## config.mk

```make
export PLATFORM = sky130hd
export DESIGN_NAME = hs_arbiter
export DESIGN_NICKNAME = d
export VERILOG_FILES = /design/src/rtl/hs_arbiter.sv
export SDC_FILE = /design/constraint.sdc
export NUM_CORES = 1
export LEC_CHECK = 0
export ABC_CLOCK_PERIOD_IN_PS = 3300
export CORE_ASPECT_RATIO = 0.75
export CORE_MARGIN = 2
export CORE_UTILIZATION = 55
export DETAILED_ROUTE_END_ITERATION = 12
export GPL_TIMING_DRIVEN = 0
export PLACE_DENSITY = 0.79
export SYNTH_ARGS = -nofsm -noshare
export SYNTH_HDL_FRONTEND = slang
export SYNTH_SLANG_ARGS = --single-unit
```

## constraint.sdc

```tcl
create_clock -name clk -period 3.3 [get_ports clk]
set_clock_uncertainty 0.2 [all_clocks]
set_input_delay 0.66 -clock clk [delete_from_list [all_inputs] [get_ports clk]]
set_output_delay 0.66 -clock clk [all_outputs]
set_load 0.02 [all_outputs]
```

## src/rtl/hs_arbiter.sv

```systemverilog
// hs_arbiter: round-robin arbiter that merges N four-phase request/acknowledge
// channels onto one shared four-phase downstream channel.
//
// Ports
//   clk   system clock, all state changes on the rising edge
//   rst   synchronous reset, active low
//   lr    left request, one bit per requester
//   la    left acknowledge, one bit per requester (registered, at most one high)
//   rr    request to the shared downstream channel (registered)
//   ra    acknowledge from the shared downstream channel
//   le    one-cycle latch-enable pulse for the shared data latch (registered)
//   sel   index of the granted requester, valid while busy=1 (registered)
//   busy  high from grant until the transaction returns to IDLE (registered)
//
// state | meaning
// IDLE  | no transaction; arbitrate round-robin from ptr
// CAPT  | winner chosen; le pulses to capture its data
// RREQ  | rr high, waiting for ra
// LACK  | rr high, la[sel] high, waiting for lr[sel] to drop
// RREL  | rr and la low, waiting for ra to drop
module hs_arbiter #(
  parameter int N = 3
) (
  input  logic         clk,
  input  logic         rst,
  input  logic [N-1:0] lr,
  output logic [N-1:0] la,
  output logic         rr,
  input  logic         ra,
  output logic         le,
  output logic [2:0]   sel,
  output logic         busy
);

  typedef enum logic [2:0] {
    IDLE = 3'd0,
    CAPT = 3'd1,
    RREQ = 3'd2,
    LACK = 3'd3,
    RREL = 3'd4
  } state_t;

  state_t       state, state_nxt;
  logic [2:0]   ptr, ptr_nxt;
  logic [2:0]   sel_nxt;
  logic [2:0]   winner;
  logic         any_req;
  logic         lr_sel;
  logic [N-1:0] la_nxt;
  logic         rr_nxt, le_nxt, busy_nxt;

  // Round-robin search. Indices are compared against loop constants rather
  // than used as variable bit selects, which keeps widths exact for any N.
  always_comb begin
    int idx;
    winner  = '0;
    any_req = 1'b0;
    idx     = 0;
    for (int k = 0; k < N; k++) begin
      idx = int'(ptr) + k;
      if (idx >= N) idx = idx - N;
      for (int j = 0; j < N; j++) begin
        if (!any_req && (j == idx) && lr[j]) begin
          any_req = 1'b1;
          winner  = 3'(j);
        end
      end
    end
  end

  always_comb begin
    lr_sel = 1'b0;
    for (int j = 0; j < N; j++) begin
      if ((3'(j) == sel) && lr[j]) lr_sel = 1'b1;
    end
  end

  // State register
  always_ff @(posedge clk) begin
    if (!rst) begin
      state <= IDLE;
      ptr   <= '0;
      sel   <= '0;
    end else begin
      state <= state_nxt;
      ptr   <= ptr_nxt;
      sel   <= sel_nxt;
    end
  end

  // Next-state logic
  always_comb begin
    state_nxt = state;
    ptr_nxt   = ptr;
    sel_nxt   = sel;
    case (state)
      IDLE: begin
        if (any_req) begin
          state_nxt = CAPT;
          sel_nxt   = winner;
        end
      end
      CAPT: state_nxt = RREQ;
      RREQ: if (ra) state_nxt = LACK;
      LACK: if (!lr_sel) state_nxt = RREL;
      RREL: begin
        if (!ra) begin
          state_nxt = IDLE;
          ptr_nxt   = (sel == 3'(N - 1)) ? 3'd0 : sel + 3'd1;
        end
      end
      default: state_nxt = IDLE;
    endcase
  end

  // Outputs are decoded from the next state and registered, so each output
  // is valid in the same cycle the FSM occupies the corresponding state.
  always_comb begin
    le_nxt   = (state_nxt == CAPT);
    rr_nxt   = (state_nxt == RREQ) || (state_nxt == LACK);
    busy_nxt = (state_nxt != IDLE);
    for (int j = 0; j < N; j++) begin
      la_nxt[j] = (state_nxt == LACK) && (3'(j) == sel_nxt);
    end
  end

  always_ff @(posedge clk) begin
    if (!rst) begin
      la   <= '0;
      rr   <= 1'b0;
      le   <= 1'b0;
      busy <= 1'b0;
    end else begin
      la   <= la_nxt;
      rr   <= rr_nxt;
      le   <= le_nxt;
      busy <= busy_nxt;
    end
  end

endmodule

```

# [After elaboration in Yosys (flattened, before gate mapping)]
# Index checks and enable logic that the tools add are counted.
[totals] regBits=15 wordCells=106 input_bits=6 output_inout_bits=9
[classes] n_eq_ne=18 n_mux=31 bitwise=1 add_sub_neg=6 reduce_logical=40 n_lt_le_gt_ge=3
[op_table] operator="$eq 2x32->1 const A" n=3
[op_table] operator="$eq 3x32->1 const A" n=3
[op_table] operator="$logic_not 32->1" n=3
[op_table] operator="$mux 32" n=3
[op_table] operator="$mux 3" n=14
[op_table] operator="$logic_and 1x1->1" n=23
[op_table] operator="$eq 3x2->1 const B" n=5
[op_table] operator="$pmux 3 s5" n=1
[op_table] operator="$mux 1" n=13
[op_table] operator="$sub 4x2->5 const B" n=2
[op_table] operator="$logic_not 3->1" n=3
[op_table] operator="$ge 4x2->1 const B" n=2
[op_table] operator="$logic_not 1->1" n=8
[op_table] operator="$eq 1x3->1 const A" n=2
[op_table] operator="$eq 2x3->1 const A" n=2
[op_table] operator="$eq 3x1->1 const B" n=2
[op_table] operator="$add 3x1->4 const B" n=1
[op_table] operator="$add 3x2->4 const B" n=1
[op_table] operator="$sub 3x2->4 const B" n=1
[op_table] operator="$add 3x1->3 const B" n=1
[op_table] operator="$eq 3x3->1 const B" n=1
[op_table] operator="$ge 3x2->1 const B" n=1
[op_table] operator="$reduce_bool 3->1" n=1
[op_table] operator="$reduce_and 2->1" n=1
[op_table] operator="2 further kinds" n=2

# [Depth between registers and ports, before layout]
[depth] word_depth=41 depth_mapped=10 depth_no_buf=9

# [Least setup slack after synthesis]
# No wires, ideal clock.
[synth_path] path_type="reg2reg" from="register ptr[0]" to="register busy" required_ps=2973 n_path_buf=1 period_less_slack_ps=2771 setup_time_ps=127 arrival_ps=2444 setup_slack_ps=529 stages_incl_launch_ff=10 path_cell_list="dfxtp_1 buf_2 inv_1 ha_1 or3_1 a21oi_2 a211oi_1 o41ai_2 a21oi_1 or3_1"
[synth_between] elab_chain_len=40 word_cells_on_any_way=57 cone_classes="add/sub: 5; order compare: 3; eq/ne: 6; mux: 14; reduce/logical: 29"
[synth_rtl] element="start, declared" line_no="44" text="logic [2:0] ptr, ptr_nxt;"
[synth_rtl] element="start signal, assigned" line_no="86" text="ptr <= ptr_nxt;"
[synth_rtl] element="$sub 3x2->4 or $ge 3x2->1 (tied branches)" line_no="61" text="if (idx >= N) idx = idx - N;"
[synth_rtl] element="$mux 32" line_no="61"
[synth_rtl] element="$logic_not 32->1" line_no="63" text="if (!any_req && (j == idx) && lr[j]) begin"
[synth_rtl] element="$logic_and 1x1->1" line_no="63"
[synth_rtl] element="$mux 1" line_no="63"
[synth_rtl] element="$logic_not 1->1" line_no="63"
[synth_rtl] element="$logic_and 1x1->1 (2 in series)" line_no="63"
[synth_rtl] element="$mux 1" line_no="63"
[synth_rtl] element="[... 21 more ...]"
[synth_rtl] element="$logic_and 1x1->1 (2 in series)" line_no="63"
[synth_rtl] element="$mux 1" line_no="63"
[synth_rtl] element="$logic_not 1->1" line_no="63"
[synth_rtl] element="$logic_and 1x1->1 (2 in series)" line_no="63"
[synth_rtl] element="$mux 1 *" line_no="63"
[synth_rtl] element="$mux 3 *" line_no="98" text="if (any_req) begin"
[synth_rtl] element="$pmux 3 s5 *" line_no="96" text="case (state)"
[synth_rtl] element="$reduce_bool 3->1 *" line_no="121" text="busy_nxt = (state_nxt != IDLE);"
[synth_rtl] element="end signal, assigned" line_no="137" text="busy <= busy_nxt;"
[synth_rtl] element="end, declared" line_no="32" text="output logic busy"
# Mark *: on every way between the ends. The rest lies on a longest branch, timed or not.
# A chain may end at the register's enable or synchronous reset.

# [Worst setup path in the final report]
# Same ends and word-level chain as after synthesis.

==> metrics.cfg <==
[cts]
worstSkewPairLatency_ns = 0.28
cts_buffers = 3
cts_buffer_depth = 2
htreeDepth = 1
cts-root-buf = clkbuf_4
cts.sinks = 15
cts_tree = built
holdBufCountCts = 0
clk_pin_slew_ns = 0.08

[synth]
synth_top_family_by_area = simple AND/OR/NAND/NOR gates
yosysSeqAreaShare_pct = 24.4
synth-warning-count = 0
synth.area.top_cells = dfxtp_1 (24%), ha_1 (10%), nand2_1 (5.2%), a21oi_1 (2.9%), buf_6 (2.7%)
yosysMostFrequentCell = nand2_1
synth-xor-area-share_pct = 1.43
syn_nets = 161
ys_types = 47
synth_area_um2 = 1230
yosys.area.top_type = dfxtp_1
synthMuxAreaShare_pct = 2.44
syn_inst = 145
synthFlopType = dfxtp_1
synth_top_area_share_pct = 24.4
ys_top_cells_by_count = nand2_1 (17), dfxtp_1 (15), ha_1 (10)
synth_edf_count = 0
async_reset_ff_share_pct = 0
synth.avg_cell_area_um2 = 8.47
yosys.area_share.simple_pct = 28.5
yosys_register_bits = 15
synth_compound_area_share_pct = 27.6
synth-adder-area-share_pct = 10.2

[timing]
finalSetupTns_ns = 0
finalSetupViolations = 0
max-slew-margin-rel_pct = 61.3
fin_crit_sh_pct = 93.5
max_freq_mhz = 324
worst_pin_slew_ns = 0.576
layout_min_cycle_time_ns = 3.08
slew_viol_final = 0
rsz0062_at_grt = no
hold_viol_final = 0

[placed_design]
gp_congestion = 0.862
dpl.hpwl_mm = 2.17
io_buffers = 14
dp.cells = 183

[setup_path]
path_cells = buf_2 -> inv_1 -> ha_2 -> or3_1 -> a21oi_2 -> a211oi_1 -> o41ai_2 -> a21oi_1 -> or3_1
max_stage_delay_ns = 0.46
cp-endpoint = busy$_SDFF_PN0_
crit_start = ptr[0]$_SDFFE_PN0P_
regToRegStartpoint = ptr[0]$_SDFFE_PN0P_
r2r_setup_slack_ns = 0.22
crit_slowest_cell = o41ai_2
start_kind = register
reg2regPathDepth = 9
cp.arrival_ns = 3.05
worst-setup-path-type = register to register
worstSetupEndpointType = register
required_ns = 3.26
r2r_end = busy$_SDFF_PN0_
crit_path_frequent_cell = or3_1
cp_max_fo = 10

[global_route]
grt_pass1_vias = 1025
grt_usage_pct = 23.6
gr-total-overflow = 0
antenna_found_initial = 0
grt_max_degree = 11
grt_pass1_wl_mm = 4.69

[final_layout]
syn_to_final_growth_pct = 16.9
diodes = 0
stdcell_count = 188
drive_gt1_share_pct = 11.0
nNetsFinal = 181

[power_and_ir_drop]
ir_worst_vdd_mv = 0.315
p_per_area_nw_per_um2 = 339
p_leak_nw = 0.566

[drt]
vias = 1157
drt_first_pass_iters = 4
ant_nets = 0
drc = 0
wl_mm = 2.89
drtIter0Drc = 67
vias_per_cell = 6.15
routedWlPerCell_um = 15.4

[die]
die_h_um = 44.9
ioPinCount = 15
rows = 14
die_w_um = 58.6
core_region_area_um2 = 2050
initial_core_util_pct = 60.0
dieArea_um2 = 2630

[worst_hold_path]
whs_path_depth = 2
hold_class = register to register
worstHoldStart = sel[2]$_SDFF_PN0_

[run]
maxCapViolCount = 0

[run_status]
status = completed

==> layout make-up <==
class / count / area [um^2]
well taps: 24 / 30.0
fillers: 160 / 613
flip-flops and latches: 15 / 302
inverters: 6 / 22.5
repair buffers: 15 / 148
plain buffers: 5 / 43.8
multi-input cells: 119 / 865
clock buffers: 4 / 26.3
==> cell families (layout without fill, tap and decap cells) <==
kind of cell	after synthesis	in the layout
flip-flops	15	15
buffers and inverters	11	30
multiplexers	3	3
AND/OR/NAND/NOR	62	62
adder cells (fa/ha/maj)	10	10
XOR/XNOR	2	2
AO/OA/AOI/OAI	42	42
==> metal layers <==
layer | routed length (um) | GRT usage, %
met1 | 1420 | 34.6
met2 | 1290 | 36.9
met3 | 174 | 5.16
met4 | 0 | 2.73
met5 | 0 | 0
==> timing repair <==
action	4_1_cts	5_1_grt
buffers inserted	0	1
hold endpoints to repair	0	0
endpoints found under the setup margin	0	1
gates resized for setup	0	2
==> report_power, final <==
part           internal (W)  leakage, nW  switching, W  total (W)
Combinational     0.0000818        0.428     0.0000908   0.000173
Clock             0.0000470       0.0150     0.0000560   0.000103
Sequential         0.000199        0.123     0.0000124   0.000212
Total              0.000328        0.566      0.000159   0.000487
==> worst max-delay path, delay by kind of cell, from the launching register on <==
family | cells | cell delay, ns
compound gates | 4 | 0.95
fa+ha+maj | 1 | 0.35
buf+inv | 2 | 0.34
flops | 1 | 0.39
simple gates | 2 | 0.74
==> flip-flops by register name, summed over array words and instances (netlist names) <==
signal  cells
la          3
sel         3
ptr         3
busy        1
state       3
rr          1
le          1
==> per-stage QoR <==
stage / area (um^2) / util [%] / setup slack [ns] / power [W] / hold slack (ns)
final: 1440 / 70.1 / 0.216 / 0.000487 / 0.321
after global routing: 1440 / 70.1 / 0.0567 / 0.000511 / 0.345
after CTS: 1430 / 69.5 / 0.143 / 0.000483 / 0.319
after detailed placement: 1400 / 68.3 / 0.159 / 0.000381 / 0.303
after global placement: 1400 / 68.3 / 0.215 / 0.000377 / 0.295
after floorplan: 1230 / - / 0.529 / 0.000325 / 0.346
==> layout by cell type, fill, tap and decap left out, types with 3 or more instances in the layout <==
cell             Yosys  layout
or3b_1               3       3
or3_1                3       3
nor2b_1              5       5
inv_1                6       6
nor3_1               4       4
o31ai_1              3       3
clkdlybuf4s50_1      0      14
nand2_1             17      17
o21ai_0              3       3
a211oi_1             3       3
nand2b_1             5       5
a21oi_1              7       7
buf_6                3       3
nand3_1              3       3
a211o_1              3       3
ha_1                10       9
mux2i_1              3       3
nor2_1               8       8
clkbuf_4             0       3
dfxtp_1             15      14
o211a_1              3       3
==> worst min path at each step <==
stage,slack [ns],endpoint
after CTS,0.32,sel[2]$_SDFF_PN0_
after global routing,0.35,sel[2]$_SDFF_PN0_
final,0.32,sel[2]$_SDFF_PN0_
after detailed placement,0.30,sel[2]$_SDFF_PN0_
after floorplan,0.35,ptr[2]$_SDFFE_PN0P_
after global placement,0.30,sel[2]$_SDFF_PN0_
(Power assumes the default switching activity.)
